File: src/rtl/map_rom_loader.sv
// Captures the MAP tile ROM window out of an ioctl ROM-image download and
// streams it into the tile ROM load port, tracking completeness and a checksum.
module map_rom_loader #(
   parameter logic [7:0]  ROM_INDEX   = 8'd0,
   parameter logic [24:0] REGION_BASE = 25'h0,
   parameter int          REGION_SIZE = 32768
) (
   input  logic        clk,
   input  logic        RESETn,
   input  logic        ioctl_download,
   input  logic [7:0]  ioctl_index,
   input  logic        ioctl_wr,
   input  logic [24:0] ioctl_addr,
   input  logic [7:0]  ioctl_dout,
   output logic        bram_wr,
   output logic        bram_cs,
   output logic [19:0] bram_addr,
   output logic [7:0]  bram_data,
   output logic        load_done,
   output logic        load_err,
   output logic [15:0] checksum
);

   typedef enum logic [1:0] {IDLE, LOAD, DONE, ERR} state_t;

   localparam logic [20:0] SIZE_CNT   = 21'(REGION_SIZE);
   localparam logic [25:0] REGION_END = {1'b0, REGION_BASE} + 26'(REGION_SIZE);

   state_t      state;
   state_t      state_next;
   logic [20:0] count;
   logic [20:0] count_next;
   logic        armed;
   logic        in_window;
   logic        accept;
   logic        start;
   logic        finish;
   logic [19:0] rel_addr;

   assign in_window = ({1'b0, ioctl_addr} >= {1'b0, REGION_BASE}) &&
                      ({1'b0, ioctl_addr} < REGION_END);
   assign accept    = (state == LOAD) && ioctl_wr && in_window;
   assign finish    = (state == LOAD) && !ioctl_download;
   assign rel_addr  = 20'(ioctl_addr - REGION_BASE);

   // A download already in progress when reset lifts is not ours to join;
   // we only arm after having seen ioctl_download low at least once.
   assign start = (state != LOAD) && armed && ioctl_download &&
                  (ioctl_index == ROM_INDEX);

   // The coincident last byte is counted before the end-of-download decision.
   always_comb begin
      count_next = count;
      if (accept && (count != SIZE_CNT))
         count_next = count + 21'd1;
   end

   always_comb begin
      state_next = state;
      case (state)
         IDLE, DONE, ERR: if (start) state_next = LOAD;
         LOAD: if (!ioctl_download)
                  state_next = (count_next == SIZE_CNT) ? DONE : ERR;
         default: state_next = IDLE;
      endcase
   end

   always_ff @(posedge clk or negedge RESETn) begin
      if (!RESETn) state <= IDLE;
      else         state <= state_next;
   end

   always_ff @(posedge clk or negedge RESETn) begin
      if (!RESETn) armed <= 1'b0;
      else if (!ioctl_download) armed <= 1'b1;
   end

   always_ff @(posedge clk or negedge RESETn) begin
      if (!RESETn) begin
         bram_wr   <= 1'b0;
         bram_addr <= '0;
         bram_data <= '0;
         count     <= '0;
         checksum  <= '0;
         load_done <= 1'b0;
         load_err  <= 1'b0;
      end else begin
         bram_wr <= accept;
         if (accept) begin
            bram_addr <= rel_addr;
            bram_data <= ioctl_dout;
         end
         if (start) begin
            count     <= '0;
            checksum  <= '0;
            load_done <= 1'b0;
            load_err  <= 1'b0;
         end else begin
            count <= count_next;
            if (accept)
               checksum <= checksum + {8'h00, ioctl_dout};
            if (finish) begin
               load_done <= (count_next == SIZE_CNT);
               load_err  <= (count_next != SIZE_CNT);
            end
         end
      end
   end

   // The write strobe for a byte accepted on the last LOAD cycle lands in the
   // following state, so the select is held with it to keep that write valid.
   assign bram_cs = (state == LOAD) || bram_wr;

endmodule
File: config.mk
export PLATFORM = sky130hd
export DESIGN_NAME = map_rom_loader
export DESIGN_NICKNAME = d
export VERILOG_FILES = /design/src/rtl/map_rom_loader.sv
export SDC_FILE = /design/constraint.sdc
export NUM_CORES = 1
export LEC_CHECK = 0
export BUFFER_PORTS_ARGS = -buffer_cell sky130_fd_sc_hd__buf_2
export CAP_MARGIN = 20
export CORE_ASPECT_RATIO = 1.4
export CORE_MARGIN = 1.5
export CORE_UTILIZATION = 45
export CTS_BUF_LIST = sky130_fd_sc_hd__clkbuf_16
export DETAILED_ROUTE_END_ITERATION = 7
export PLACE_DENSITY = 0.76
export SYNTH_ARGS = -nofsm -noshare
export SYNTH_HDL_FRONTEND = slang
export SYNTH_SLANG_ARGS = --single-unit
File: constraint.sdc
create_clock -name clk -period 7.2 [get_ports clk]
set_input_delay 1.08 -clock clk [delete_from_list [all_inputs] [get_ports clk]]
set_output_delay 1.08 -clock clk [all_outputs]
set_load 0.01 [all_outputs]
==> metrics.yaml <==
firstDrtPassIters: 4
setup_tns_ps: 0
synth_compound_area_share_pct: 10.8
drive_gt1_share_pct: 26.3
fill_cells: 780
cts_root_buf: "clkbuf_16"
cap_violations: 0
drt-total-wl_um: 9180
post_cts_resized: 0
hold_start: "armed"
numCtsBuffers: 9
cp_cell_sequence: "buf_2 > nor4b_4 > nand4b_4 > inv_2 > o21ai_2 > o31ai_2 > nand3_1 > nor4_4 > a21oi_1"
synthToLayoutAreaGrowth_pct: 21.0
crit_fanout: 46
grt_usage_pct: 20.7
ys_ff_latch: 71
grt.met1_usage_pct: 22.7
fin_util_pct: 55.9
start_util_pct: 46.2
synthFlopType: "dfrtp_1"
htreeDepth: 3
synthSimpleGateAreaFrac_pct: 29.4
insertion_delay_ps: 330
slowest_stage: "inv_2"
critPathLaunchType: "input port"
core.rowCount: 40
worstPathRequired_ps: 7400
dieArea_sq_um: 9310
post-route-min-period_ps: 3840
grt_pass1_vias: 3226
min_path_type: "reg2reg"
rr_startpoint: "state[1]"
maxSlewViolCount: 0
regArea_sq_um: 1780
dieWidth_um: 82.0
numClockSinks: 71
synth.largest_area_cell: "dfrtp_1"
synth_top_family_by_area: "simple AND/OR/NAND/NOR gates"
grt_pass1_wl_um: 14800
status: "complete, no violations"
rsz0062_at_grt: "false"
peakVddDrop_uv: 142
synth-async-reset-ratio_pct: 100
ant_nets: 0
crit_arrival_ps: 4040
clockPowerShare_pct: 52.0
postCtsHoldBufs: 0
synthTopCellsByArea: "dfrtp_1 45%, nand2_1 9.1%, ha_1 3.2%, xnor2_1 2.9%, xor2_1 2.7%"
grt_use_met3_pct: 5.20
synth_edf_count: 0
dp_worst_setup_slack_ps: 2980
tritoncts: "built"
crit_path_end_kind: "register"
portBuffers: 92
finalSetupViolations: 0
final-hold-violation-count: 0
ys_seq_area_share_pct: 45.2
synth_top_area_share_pct: 45.2
syn_inst: 416
n_antenna_cell: 0
startpoint: "ioctl_addr[21]"
viasPerCell: 5.54
p_leak_nw: 2.50
syn_avg_cell_area_sq_um: 9.45
cts_setup_buffers: 0
overflow: 0
max-slew-margin-rel_pct: 40.8
yosysWarningCount: 0
synth_cell_type_count: 59
internal_power_mw: 0.720
netSwitchingPower_mw: 0.192
vias: 3386
die_h_um: 114
wl_per_cell_um: 15.0
fin_skew_ps: 7.21
syn_area_sq_um: 3930
p_per_area_nw_per_um2: 192
setup_ws_ps: 3360
clkTransAtPathRegs_ps: 50
dp_hpwl_um: 6580
busiest_layer: "met2"
pin_count: 93
multi_input_area_sq_um: 2020
path_buf_inv: 2
cp_top_family: "simple AND/OR/NAND/NOR gates"
grt_util_met2_pct: 36.4
fmax_ghz: 0.260
synth_adder_area_share_pct: 3.69
muxShareOfSynthArea_pct: 1.94
critPathKind: "in2reg"
gp_congestion: 0.890
synthXorXnorAreaFrac_pct: 5.57
nNetsFinal: 557
clk_path_buf_depth: 2
grt_max_degree: 72
seq_power_share_pct: 44.0
first_iter_violations: 139
p_sw_share_pct: 21.1
core_sq_um: 8510
antenna_found_initial: 0
tightest_slew_ps: 888
combPwrFrac_pct: 4.0
syn_nets: 472
post-route-period-util_pct: 53.4
cpPeakStageDelay_ps: 710
drcViolationCount: 0
[sequential cells by signal, indices dropped and copies added, names as in the netlist]
register	cells
count	21
load_done	1
armed	1
state	2
bram_data	8
bram_addr	20
bram_wr	1
load_err	1
checksum	16
[per-layer routing]
metal	up-vias	wire, um
met2	88	4950
met3	23	452
met5	-	0
met1	1651	3570
li1	1624	-
met4	0	199
[power by group through the flow]
stage               combinational, mW  clock, mW  sequential (mW)
floorplan                      0.0117          0            0.409
global placement               0.0359          0            0.409
detailed placement             0.0372          0            0.409
CTS                            0.0373      0.485            0.402
global route                   0.0411      0.504            0.402
finish                         0.0363      0.475            0.402
[synth_stat cells (3+ instances only)]
master    count
or3_1         9
nor3_1       10
inv_1         7
xnor2_1      13
nor3b_1       3
and2_1        6
o21a_1        3
nor4b_1       3
and4_1        5
clkbuf_1     10
nor4_4        4
and3_1        3
nor2_1       24
a31oi_1       3
ha_1         10
mux2i_1       5
nand2b_1      5
nand4_1      10
a21o_1        3
a21oi_1      18
buf_6         3
xor2_1       12
o21ai_0      20
nand3_1      15
or2_2         3
nand2_1      95
dfrtp_1      71
buf_1         3
[final timing paths]
| check | cells past startpoint | end | slack, ps |
|---|---|---|---|
| worst min register to register | 1 | armed | 460 |
| worst max-delay path | 9 | state[0] | 3360 |
| min in group asynchronous | 2 | bram_data[0] | 950 |
| worst max register to register | 8 | state[0] | 3820 |
| worst min-delay path | 1 | armed | 460 |
| max in group asynchronous | 2 | count[9] | 5660 |
[cell type report]
class	count	share of cell area, %
clock buffers	9	4.74
clock inverters	7	2.05
inverters	8	0.632
multi-input cells	317	42.4
flip-flops and latches	71	37.4
well taps	105	2.76
repair buffers	94	10.0
[per-stage QoR]
stage / hold WS (ps) / instance area (sq um) / power, mW / instances
after detailed placement: 447 / 4430 / 0.446 / 595
after global placement: 444 / 4430 / 0.445 / 595
after global routing: 488 / 4750 / 0.947 / 611
after floorplan: 426 / 3930 / 0.421 / 416
after CTS: 464 / 4750 / 0.924 / 611
final: 457 / 4750 / 0.913 / 611
[cells in the final DEF, fill, tap and decap left out, drive strengths merged, types with 2 or more instances in the layout]
cell type | Yosys | routed
clkbuf | 11 | 9
clkinv | 0 | 2
or3 | 9 | 9
buf | 9 | 94
and4 | 6 | 6
nor3 | 10 | 10
or2 | 3 | 3
a211oi | 2 | 2
mux2 | 2 | 2
ha | 10 | 10
o2111ai | 2 | 2
nor2 | 24 | 24
o21bai | 2 | 2
a31oi | 3 | 3
bufinv | 0 | 2
a21o | 3 | 3
dfrtp | 71 | 71
nor2b | 2 | 2
nor4 | 8 | 8
xnor2 | 13 | 13
mux2i | 5 | 5
nand4 | 12 | 12
nand2 | 95 | 95
and3 | 3 | 3
a211o | 2 | 2
nand2b | 5 | 5
o21a | 3 | 3
xor2 | 12 | 12
o21ai | 22 | 22
nand3 | 15 | 15
nor4b | 6 | 6
a22o | 2 | 2
inv | 8 | 10
nor3b | 3 | 3
a21oi | 18 | 18
and2 | 6 | 6
[cell families after synthesis]
group | after synthesis
simple gates | 210
flops | 71
compound gates | 64
buf+inv | 28
xor+xnor | 25
fa+ha+maj | 11
mux | 7
No activity file was read; power rests on OpenSTA's default activity.
